File: config.mk
export PLATFORM = sky130hd
export DESIGN_NAME = pe_crossbar_nxm_reg_flat
export DESIGN_NICKNAME = d
export VERILOG_FILES = /design/src/rtl/pe_crossbar_nxm_reg_pkg.sv /design/src/rtl/pe_crossbar_nxm_reg_if.sv /design/src/rtl/pe_xbar_out_stage.sv /design/src/rtl/pe_crossbar_nxm_reg.sv /design/src/flat_wrapper.sv
export SDC_FILE = /design/constraint.sdc
export NUM_CORES = 1
export LEC_CHECK = 0
export BUFFER_PORTS_ARGS = -buffer_cell sky130_fd_sc_hd__clkbuf_2
export CORE_MARGIN = 1
export CORE_UTILIZATION = 40
export CTS_CLUSTER_SIZE = 14
export DETAILED_ROUTE_END_ITERATION = 10
export GPL_TIMING_DRIVEN = 0
export PLACE_DENSITY = 0.66
export SYNTH_ARGS = -nofsm -noshare
export SYNTH_HDL_FRONTEND = slang
export SYNTH_HIERARCHICAL = 1
export SYNTH_SLANG_ARGS = --single-unit
File: constraint.sdc
create_clock -name clk -period 5.79 [get_ports clk]
set_clock_uncertainty 0.2 [all_clocks]
set_input_delay 0.2895 -clock clk [delete_from_list [all_inputs] [get_ports clk]]
set_output_delay 0.2895 -clock clk [all_outputs]
set_load 0.05 [all_outputs]
File: src/rtl/pe_crossbar_nxm_reg_pkg.sv
// pe_crossbar_nxm_reg_pkg: shared select sizing macro, default source indices and FSM encodings
`ifndef PE_XBAR_SEL_W
`define PE_XBAR_SEL_W(n) ($clog2((n) + 1))
`endif
package pe_crossbar_nxm_reg_pkg;
  localparam int SRC_N = 0;
  localparam int SRC_S = 1;
  localparam int SRC_W = 2;
  localparam int SRC_E = 3;
  localparam int SRC_LSU = 4;
  localparam logic [1:0] ST_IDLE = 2'd0;
  localparam logic [1:0] ST_RUN = 2'd1;
  localparam logic [1:0] ST_DRAIN = 2'd2;
endpackage

File: src/rtl/pe_crossbar_nxm_reg_if.sv
// pe_crossbar_nxm_reg_if: config, source and destination channels of the PE crossbar
// cfg_valid/cfg_sel/cfg_ready/cfg_busy: routing word handshake and drain indicator
// in_data/in_valid/in_ready: N_IN sources; out_data/out_valid/out_ready: N_OUT destinations
// PE_XBAR_STALL_CNT_EN adds stall_cnt (N_OUT x 16-bit per-output stall counters)
interface pe_crossbar_nxm_reg_if #(
  parameter int DATA_W = 32,
  parameter int N_IN = 5,
  parameter int N_OUT = 4,
  parameter int SEL_W = $clog2(N_IN + 1)
);
  logic cfg_valid;
  logic cfg_ready;
  logic cfg_busy;
  logic [N_OUT*SEL_W-1:0] cfg_sel;
  logic [N_IN*DATA_W-1:0] in_data;
  logic [N_IN-1:0] in_valid;
  logic [N_IN-1:0] in_ready;
  logic [N_OUT*DATA_W-1:0] out_data;
  logic [N_OUT-1:0] out_valid;
  logic [N_OUT-1:0] out_ready;
`ifdef PE_XBAR_STALL_CNT_EN
  logic [N_OUT*16-1:0] stall_cnt;
`endif
  modport master (
    output cfg_valid, cfg_sel, in_data, in_valid, out_ready,
    input cfg_ready, cfg_busy, in_ready, out_data, out_valid
`ifdef PE_XBAR_STALL_CNT_EN
    , stall_cnt
`endif
  );
  modport slave (
    input cfg_valid, cfg_sel, in_data, in_valid, out_ready,
    output cfg_ready, cfg_busy, in_ready, out_data, out_valid
`ifdef PE_XBAR_STALL_CNT_EN
    , stall_cnt
`endif
  );
endinterface

File: src/rtl/pe_xbar_out_stage.sv
// pe_xbar_out_stage: one-entry registered output stage with optional stall counter
// load/din: fork write; valid/dout/ready: downstream handshake
// PE_XBAR_STALL_CNT_EN adds clr (config apply) and stall_cnt (saturating 16-bit)
module pe_xbar_out_stage #(
  parameter int DATA_W = 32
) (
  input  logic clk,
  input  logic rst_n,
  input  logic load,
  input  logic ready,
`ifdef PE_XBAR_STALL_CNT_EN
  input  logic clr,
  output logic [15:0] stall_cnt,
`endif
  input  logic [DATA_W-1:0] din,
  output logic valid,
  output logic [DATA_W-1:0] dout
);
  always_ff @(posedge clk or negedge rst_n)
    if (!rst_n) begin
      valid <= 1'b0;
      dout <= '0;
    end else begin
      valid <= load | (valid & ~ready);
      if (load) dout <= din;
    end
`ifdef PE_XBAR_STALL_CNT_EN
  always_ff @(posedge clk or negedge rst_n)
    if (!rst_n) stall_cnt <= '0;
    else if (clr) stall_cnt <= '0;
    else if (valid && !ready && stall_cnt != 16'hFFFF) stall_cnt <= stall_cnt + 16'd1;
`endif
endmodule

File: src/rtl/pe_crossbar_nxm_reg.sv
// pe_crossbar_nxm_reg: registered N_IN x N_OUT PE operand crossbar with multicast and drained reconfig
// clk, rst_n (async active-low); bus: pe_crossbar_nxm_reg_if.slave (cfg, sources, destinations)
// PE_XBAR_STALL_CNT_EN adds per-output stall counters cleared on each config apply
module pe_crossbar_nxm_reg
  import pe_crossbar_nxm_reg_pkg::*;
#(
  parameter int DATA_W = 32,
  parameter int N_IN = 5,
  parameter int N_OUT = 4
) (
  input logic clk,
  input logic rst_n,
  pe_crossbar_nxm_reg_if.slave bus
);
  localparam int SEL_W = $clog2(N_IN + 1);
  logic [1:0] state;
  logic [N_OUT*SEL_W-1:0] sel_q, shadow_q;
  logic [N_OUT-1:0] ov, can_acc, load;
  logic [N_IN-1:0] routed, blocked, rdy, fire;
  logic [DATA_W-1:0] din [N_OUT];
  logic [N_OUT*DATA_W-1:0] dout;
  logic cfg_hs, drained, apply;
  assign can_acc = ~ov | bus.out_ready;
  assign drained = &can_acc;
  assign cfg_hs = bus.cfg_valid && state != ST_DRAIN;
  // IDLE takes the word straight into the active select; DRAIN applies the shadow once every stage empties
  assign apply = (cfg_hs && state == ST_IDLE) || (state == ST_DRAIN && drained);
  assign bus.cfg_ready = state != ST_DRAIN;
  assign bus.cfg_busy = state == ST_DRAIN;
  assign bus.out_valid = ov;
  assign bus.out_data = dout;
  always_ff @(posedge clk or negedge rst_n)
    if (!rst_n) begin
      state <= ST_IDLE;
      sel_q <= '1;
      shadow_q <= '1;
    end else begin
      if (apply) begin
        state <= ST_RUN;
        sel_q <= state == ST_IDLE ? bus.cfg_sel : shadow_q;
      end else if (cfg_hs) begin
        state <= ST_DRAIN;
        shadow_q <= bus.cfg_sel;
      end
    end
  // a source is ready only if every destination in its fork can accept, so multicast never splits
  always_comb begin
    routed = '0;
    blocked = '0;
    for (int o = 0; o < N_OUT; o++)
      for (int i = 0; i < N_IN; i++)
        if (sel_q[o*SEL_W +: SEL_W] == SEL_W'(i)) begin
          routed[i] = 1'b1;
          blocked[i] = blocked[i] | ~can_acc[o];
        end
  end
  assign rdy = state == ST_RUN ? routed & ~blocked : '0;
  assign fire = rdy & bus.in_valid;
  assign bus.in_ready = rdy;
  always_comb begin
    load = '0;
    for (int o = 0; o < N_OUT; o++) begin
      din[o] = '0;
      for (int i = 0; i < N_IN; i++)
        if (sel_q[o*SEL_W +: SEL_W] == SEL_W'(i)) begin
          load[o] = fire[i];
          din[o] = bus.in_data[i*DATA_W +: DATA_W];
        end
    end
  end
  for (genvar o = 0; o < N_OUT; o++) begin : g_out
    pe_xbar_out_stage #(.DATA_W(DATA_W)) u_stage (
      .clk(clk),
      .rst_n(rst_n),
      .load(load[o]),
      .ready(bus.out_ready[o]),
`ifdef PE_XBAR_STALL_CNT_EN
      .clr(apply),
      .stall_cnt(bus.stall_cnt[o*16 +: 16]),
`endif
      .din(din[o]),
      .valid(ov[o]),
      .dout(dout[o*DATA_W +: DATA_W])
    );
  end
endmodule

File: src/flat_wrapper.sv
// flat-port wrapper written by rule: the top's interface ports become plain ports
module pe_crossbar_nxm_reg_flat import pe_crossbar_nxm_reg_pkg::*;
#(
  parameter int DATA_W = 32,
  parameter int N_IN = 5,
  parameter int N_OUT = 4
)
  (clk, rst_n, bus_cfg_valid, bus_cfg_sel, bus_in_data, bus_in_valid, bus_out_ready, bus_cfg_ready, bus_cfg_busy, bus_in_ready, bus_out_data, bus_out_valid);
  pe_crossbar_nxm_reg_if #(.DATA_W(DATA_W), .N_IN(N_IN), .N_OUT(N_OUT)) bus_i ();
  input logic clk;
  input logic rst_n;
  input wire logic [$bits(bus_i.cfg_valid)-1:0] bus_cfg_valid;
  input wire logic [$bits(bus_i.cfg_sel)-1:0] bus_cfg_sel;
  input wire logic [$bits(bus_i.in_data)-1:0] bus_in_data;
  input wire logic [$bits(bus_i.in_valid)-1:0] bus_in_valid;
  input wire logic [$bits(bus_i.out_ready)-1:0] bus_out_ready;
  output wire logic [$bits(bus_i.cfg_ready)-1:0] bus_cfg_ready;
  output wire logic [$bits(bus_i.cfg_busy)-1:0] bus_cfg_busy;
  output wire logic [$bits(bus_i.in_ready)-1:0] bus_in_ready;
  output wire logic [$bits(bus_i.out_data)-1:0] bus_out_data;
  output wire logic [$bits(bus_i.out_valid)-1:0] bus_out_valid;
  assign bus_i.cfg_valid = bus_cfg_valid;
  assign bus_i.cfg_sel = bus_cfg_sel;
  assign bus_i.in_data = bus_in_data;
  assign bus_i.in_valid = bus_in_valid;
  assign bus_i.out_ready = bus_out_ready;
  assign bus_cfg_ready = bus_i.cfg_ready;
  assign bus_cfg_busy = bus_i.cfg_busy;
  assign bus_in_ready = bus_i.in_ready;
  assign bus_out_data = bus_i.out_data;
  assign bus_out_valid = bus_i.out_valid;
  pe_crossbar_nxm_reg #(.DATA_W(DATA_W), .N_IN(N_IN), .N_OUT(N_OUT)) u_core (.clk(clk), .rst_n(rst_n), .bus(bus_i));
endmodule
### Word level (Yosys, flattened, before mapping)

Cells that the tools add are included.

* output and inout port bits: 139
* register bits: 158
* input bits: 184

* bitwise operators: 37
* muxes and demuxes: 84
* reductions and logical operators: 12
* equality and inequality tests: 19

Operators by type and width (count)
* 32-bit 2-to-1 mux: 20
* 1-bit 2-to-1 mux: 60
* 3-bit by 2-bit equality test with 1-bit output (second input constant): 8
* 1-bit bitwise OR: 19
* 3-bit by 1-bit equality test with 1-bit output (second input constant): 4
* 3-bit equality test (second input constant): 4
* 3-bit zero test: 4
* 12-bit 2-to-1 mux: 1
* 5-bit AND: 2
* 1-bit inverter: 9
* 5-bit 2-to-1 mux: 1
* 5-bit inverter: 1
* 1-bit AND: 4
* 2-bit 2-to-1 mux: 2
* 4-bit inverter: 1
* 4-bit bitwise OR: 1
* 4-bit AND reduction: 1
* 1-bit logical AND: 3
* 2-bit by 1-bit equality test with 1-bit output (second input constant): 1
* 2-bit equality test (second input constant): 1
* 2-bit zero test: 1
* 2-bit != test (second input constant): 1
* 2-bit AND reduction: 1
* 2-bit nonzero test: 1
* 1-bit logical OR: 1

### Longest topological paths before layout

* word-level depth: 20
* mapped depth: 11

### By module

The synthesis kept the hierarchy.

Modules (own cells, without submodules)
* pe_crossbar_nxm_reg: cells an instance 867, times used 1, area an instance 6495.0 um^2
* pe_xbar_out_stage: cells an instance 71, times used 4, area an instance 1377.6 um^2

### Least setup slack after synthesis

No wires, ideal clock.

* path kind: register to register
* from: register u_core.sel_q[3]
* to: register u_core.g_out[2].u_stage.dout[0]
* setup time: 0.125 ns
* slack: 2.186 ns
* path buffers: 3
* data arrival time: 3.279 ns
* stages on the path, launching flop included: 11
* period minus slack after synthesis: 3.604 ns
* cells stage by stage: dfstp_2 buf_2 nand3b_1 o2111a_1 nor4_2 nand2_1 o211ai_1 a2bb2oi_1 buf_6 buf_12 mux2_4

* elaborated cells on any way between the ends: 54
* those cells by class: 4 x eq/ne; 36 x mux; 13 x bitwise; 1 x reduce/logical

RTL lines
* start: declaration: line pe_crossbar_nxm_reg.sv:17 `logic [N_OUT*SEL_W-1:0] sel_q, shadow_q;`
* start signal: assignment: line pe_crossbar_nxm_reg.sv:40 `sel_q <= state == ST_IDLE ? bus.cfg_sel : shadow_q;`
* 3-bit by 2-bit equality test with 1-bit output (*): line pe_crossbar_nxm_reg.sv:52 `if (sel_q[o*SEL_W +: SEL_W] == SEL_W'(i)) begin`
* 1-bit 2-to-1 mux: line pe_crossbar_nxm_reg.sv:52
* 1-bit bitwise OR: line pe_crossbar_nxm_reg.sv:54 `blocked[i] = blocked[i] | ~can_acc[o];`
* 1-bit 2-to-1 mux: line pe_crossbar_nxm_reg.sv:52
* 1-bit bitwise OR: line pe_crossbar_nxm_reg.sv:54
* 1-bit 2-to-1 mux: line pe_crossbar_nxm_reg.sv:52
* 5-bit inverter: line pe_crossbar_nxm_reg.sv:57 `assign rdy = state == ST_RUN ? routed & ~blocked : '0;`
* 5-bit AND (*): line pe_crossbar_nxm_reg.sv:57
* 5-bit 2-to-1 mux (*): line pe_crossbar_nxm_reg.sv:57
* net bus_in_ready[3]: line flat_wrapper.sv:19 `output wire logic [$bits(bus_i.in_ready)-1:0] bus_in_ready;`
* 5-bit AND (*): line pe_crossbar_nxm_reg.sv:58 `assign fire = rdy & bus.in_valid;`
* 1-bit 2-to-1 mux (*) (2 in series): line pe_crossbar_nxm_reg.sv:65 `if (sel_q[o*SEL_W +: SEL_W] == SEL_W'(i)) begin`
* net u_core.load[2]: line pe_crossbar_nxm_reg.sv:18 `logic [N_OUT-1:0] ov, can_acc, load;`
* end signal: assignment: line pe_xbar_out_stage.sv:25 `if (load) dout <= din;`
* end: declaration: line pe_xbar_out_stage.sv:17 `output logic [DATA_W-1:0] dout`

Mark *: on every way through the listed nets, which the timed path passes. The rest lies on a longest branch.
A chain may end at the register's enable or synchronous reset.

### Final worst setup path

* from: register u_core.sel_q[11]
* to: register u_core.g_out[0].u_stage.dout[18]

* longest elaborated chain between the ends: 11
* elaborated cells on any way between the ends: 24
* those cells by class: 4 x eq/ne; 16 x mux; 3 x bitwise; 1 x reduce/logical

RTL lines (line)
* 3-bit zero test: pe_crossbar_nxm_reg.sv:52
* 1-bit 2-to-1 mux: pe_crossbar_nxm_reg.sv:52
* 5-bit inverter: pe_crossbar_nxm_reg.sv:57
* 5-bit AND (*): pe_crossbar_nxm_reg.sv:57
* 5-bit 2-to-1 mux (*): pe_crossbar_nxm_reg.sv:57
* 5-bit AND (*): pe_crossbar_nxm_reg.sv:58
* 1-bit 2-to-1 mux (4 in series): pe_crossbar_nxm_reg.sv:65
* 1-bit 2-to-1 mux (*): pe_crossbar_nxm_reg.sv:65
* net u_core.load[0]: pe_crossbar_nxm_reg.sv:18
* end signal: assignment: pe_xbar_out_stage.sv:25
* end: declaration: pe_xbar_out_stage.sv:17

Marked as above.

==> run summary <==
The flow ran to the end, and the final reports show no timing, DRC or antenna violations. The run gives 30700 um2 as the die outline area. The tools report the initial core utilization as 0.406. The cell row count came out at 63. The insertion delay of the later-clocked pin in the worst-skew pair was 0.43 ns.

Once the clock tree was built, the setup fixing pass inserted 0 buffers. The async set-reset flop share out of synthesis came out at 1.00. In this run, synthesis inferred 0 flip-flops with an integrated enable.

The sequential cell area fraction in the yosys report was 0.332; the height of the die was 175 um. The tool flagged a number of max-cap violations equal to 0. The worst-case IR drop observed on VDD is 0.339 mV. Counting stages on the worst path, the most repeated cell is sky130_fd_sc_hd__buf_6. Summed over all failing endpoints, the final setup total negative slack is 0 ns. The overall routing resource usage came out at 0.319. The Yosys step of the flow raised 6 warnings.

The run gives 1695 as the final-stage net count. STA puts the critical path data required time at 5.90 ns. The area taken by flip-flops and latches was 3980 um2; the total of buffers placed on input and output ports was 322. The slew at the pin closest to its max-slew limit was 1.12 ns; the detailed-placement wirelength estimate was 35.6 mm. The fraction of layout cells with a size suffix above 1 was 0.405.

TritonCTS buffer count: 17. In this run the most critical hold path is launched from bus_in_data[130]. The count of nets left with antenna violations once routing finished came out at 0. The horizontal extent of the die was 175 um; the total clock sinks was 158. The via count of the first global-routing pass was 11400; the average cell area after synthesis was 10.4 um2. The signed area change from the synthesized netlist to the final layout was 24.1%; the distinct cell type count of the synthesized netlist was 55. After floorplanning, the core was sized to cover 29600 um2. TritonCTS built the clock tree. The average via count per standard cell is 6.07, and the pin count of the biggest net entering global routing is 90.

The filler cell count is 2788. The routed layout has 11600 vias. Summed over all cells, the static leakage comes to 7.03 nW. The first detailed-routing pass took 7 iterations.

The number of buffer and inverter instances along the worst setup path is 3. Summed over all layers, the global routing overflow is 0. The final RePlAce weighted congestion came out at 0.932. After detailed placement, the design holds a cell count of 1864.

The highest attainable clock frequency came out at 0.253 GHz. Among all flip-flop cells after synthesis, the most frequent one is sky130_fd_sc_hd__dfrtp_1. The global-route wire length before repair was 72.6 mm; the netlist area before placement was 12000 um2. The number of pins with negative max-slew slack in the final report is 0. For this run, design rule violations remaining after detail routing come to 0.

After clock tree synthesis, the clock-pin slew on the worst setup and hold paths is 0.08 ns. The final hold violation count came out at 0. The tools report the endpoint class of the critical path as a flip-flop.

Along the worst path, the maximum fanout reaches 10. Data on the critical path arrives at its endpoint at 4.06 ns. The critical path start-end classification was flip-flop to flip-flop. In the final layout, the multi-input gates occupy 7130 um2. Number of DRC violations after detailed-routing iteration 0: 1396. The register bit count reported by yosys is 158. For the final count of negative-setup-slack endpoints, the log shows 0. Synthesis produced a netlist whose cell count is 1151. Number of standard cells in the layout, taps in and fillers out: 1917.

The tools report the I/O pin count as 323. The relative slew slack was 0.248; the post-route clock period utilization was 0.683. The number of nets produced by synthesis was 1335.

The H-tree was split into 4 levels. Type of the tightest min-delay check: input pin to flip-flop. The maximum cell stage delay along the critical path came out at 0.91 ns.

Counting I/O delays and the setup requirement, the final critical path takes 3.95 ns. The launching element type of the critical path is a flip-flop. For this block, the routed nets add up to 49.9 mm of wire.

The origin of the worst setup path was u_core/sel_q[11]. Setup repair after global routing left no endpoint under its margin. The startpoint identified for the worst register-to-register timing path is u_core/sel_q[11]. The root buffer cell chosen for the clock tree is sky130_fd_sc_hd__clkbuf_16. On the critical path the largest part of the delay comes from simple AND/OR/NAND/NOR gates.

In the final routed layout, each cell accounts on average for 26.0 um. In this run the deepest clock path goes through 2 buffers. Dividing total power by cell area gives a power density of 695 nW/um2. The slowest stage of the critical path is the sky130_fd_sc_hd__nor3b_2 cell. Traced cell by cell, the critical path runs through buf_6, nor3b_2, or4_1, and4_4, nand2_2, o32a_1, a2111oi_2, buf_6, buf_12, mux2_4.

The initial antenna violation count was 3.
==> repair_timing <==
action | in CTS | in global routing
hold endpoints to repair | 72 | 0
hold buffers | 18 | 0
gates resized for setup | 0 | 0
==> flip-flops by register name, indices dropped and copies added, names as in the netlist <==
signal and count:
u_core/g_out.u_stage/valid 4, u_core/sel_q 12, u_core/state 2, u_core/g_out.u_stage/dout 128
u_core/shadow_q 12
==> metal layers <==
metal,track usage,vias up,share of wire
met1,0.420,5646,0.41
li1,-,5023,-
met3,0.0794,126,0.10
met4,0.120,0,0.029
met2,0.506,849,0.46
met5,0,-,0
==> power breakdown <==
part / leakage [nW] / total [mW] / switching [mW] / internal, mW
sequential: 1.99 / 1.98 / 0.340 / 1.64
combinational: 4.76 / 7.22 / 4.59 / 2.63
clock: 0.284 / 1.15 / 0.535 / 0.616
total: 7.03 / 10.4 / 5.46 / 4.89
==> cell families (layout without fill, tap and decap cells) <==
family | after synthesis | in the layout | share of synthesized area
AO/OA/AOI/OAI | 324 | 324 | 0.167
buffers and inverters | 166 | 539 | 0.0742
flip-flops | 158 | 158 | 0.332
multiplexers | 281 | 281 | 0.339
other | 0 | 3 | 0
AND/OR/NAND/NOR | 222 | 222 | 0.0874
==> per-stage QoR <==
stage	utilization	hold slack [ns]	total power, mW	area (um2)	setup slack, ns
after global routing	0.504	0.0626	10.8	14900	1.78
after CTS	0.504	0.0529	10.2	14900	1.91
after floorplan	-	-0.206	7.09	12000	2.19
after global placement	0.477	0.293	8.95	14100	1.17
after detailed placement	0.478	0.151	9.05	14100	1.98
final	0.504	0.0651	10.4	14900	1.84
==> worst paths after layout <==
check | slack (ns) | to | cells after the start
max in group asynchronous | 4.25 | u_core/g_out[1].u_stage/dout[19] | 3
worst min register to register | 0.31 | u_core/g_out[0].u_stage/dout[16] | 1
worst max-delay path | 1.84 | u_core/g_out[0].u_stage/dout[18] | 10
worst min-delay path | 0.07 | u_core/g_out[0].u_stage/dout[2] | 4
worst max register to register | 1.84 | u_core/g_out[0].u_stage/dout[18] | 10
min in group asynchronous | 0.24 | u_core/g_out[3].u_stage/dout[3] | 2
==> cells in the final DEF (no fill, tap or decap), types with 52 or more instances in the layout <==
cell / instances
sky130_fd_sc_hd__a21oi_1: 95
sky130_fd_sc_hd__a22oi_1: 78
sky130_fd_sc_hd__clkbuf_1: 60
sky130_fd_sc_hd__clkbuf_2: 321
sky130_fd_sc_hd__dfrtp_1: 134
sky130_fd_sc_hd__inv_1: 54
sky130_fd_sc_hd__mux2_4: 116
sky130_fd_sc_hd__mux2i_1: 89
sky130_fd_sc_hd__mux4_2: 52
sky130_fd_sc_hd__nand2_1: 56
sky130_fd_sc_hd__nor2_1: 102
sky130_fd_sc_hd__o22ai_1: 78
==> layout make-up <==
type	instances	share of cell area
Antenna cell	3	0.000504
Buffer	111	0.0459
Clock buffer	19	0.0297
Clock inverter	13	0.00840
Inverter	55	0.0139
Multi-Input combinational cell	827	0.479
Sequential cell	158	0.267
Tap cell	390	0.0328
Timing Repair Buffer	341	0.123
==> worst min-delay path, cell delays in order <==
cell                       delay [ns]
sky130_fd_sc_hd__clkbuf_2        0.13
sky130_fd_sc_hd__nand2_1         0.05
sky130_fd_sc_hd__o21ai_0         0.06
sky130_fd_sc_hd__mux2_4          0.13
==> cell usage after synthesis (6+ instances only) <==
master | count | area [um2]
sky130_fd_sc_hd__o22ai_1 | 78 | 488
sky130_fd_sc_hd__buf_6 | 6 | 67.6
sky130_fd_sc_hd__mux4_2 | 52 | 1170
sky130_fd_sc_hd__nor3b_1 | 7 | 52.6
sky130_fd_sc_hd__nor2b_1 | 12 | 75.1
sky130_fd_sc_hd__o21ai_0 | 49 | 245
sky130_fd_sc_hd__buf_1 | 14 | 52.6
sky130_fd_sc_hd__buf_2 | 19 | 95.1
sky130_fd_sc_hd__mux2_2 | 24 | 270
sky130_fd_sc_hd__inv_1 | 54 | 203
sky130_fd_sc_hd__nor2_1 | 102 | 383
sky130_fd_sc_hd__nor3_1 | 6 | 30.0
sky130_fd_sc_hd__nor4_1 | 6 | 37.5
sky130_fd_sc_hd__dfrtp_1 | 134 | 3350
sky130_fd_sc_hd__clkbuf_1 | 59 | 221
sky130_fd_sc_hd__nand2_1 | 56 | 210
sky130_fd_sc_hd__buf_12 | 12 | 240
sky130_fd_sc_hd__a22oi_1 | 78 | 586
sky130_fd_sc_hd__mux2i_1 | 89 | 891
sky130_fd_sc_hd__dfstp_2 | 24 | 631
sky130_fd_sc_hd__mux2_4 | 116 | 1740
sky130_fd_sc_hd__a21o_1 | 6 | 45.0
sky130_fd_sc_hd__a21oi_1 | 95 | 475
(Power assumes the default switching activity.)
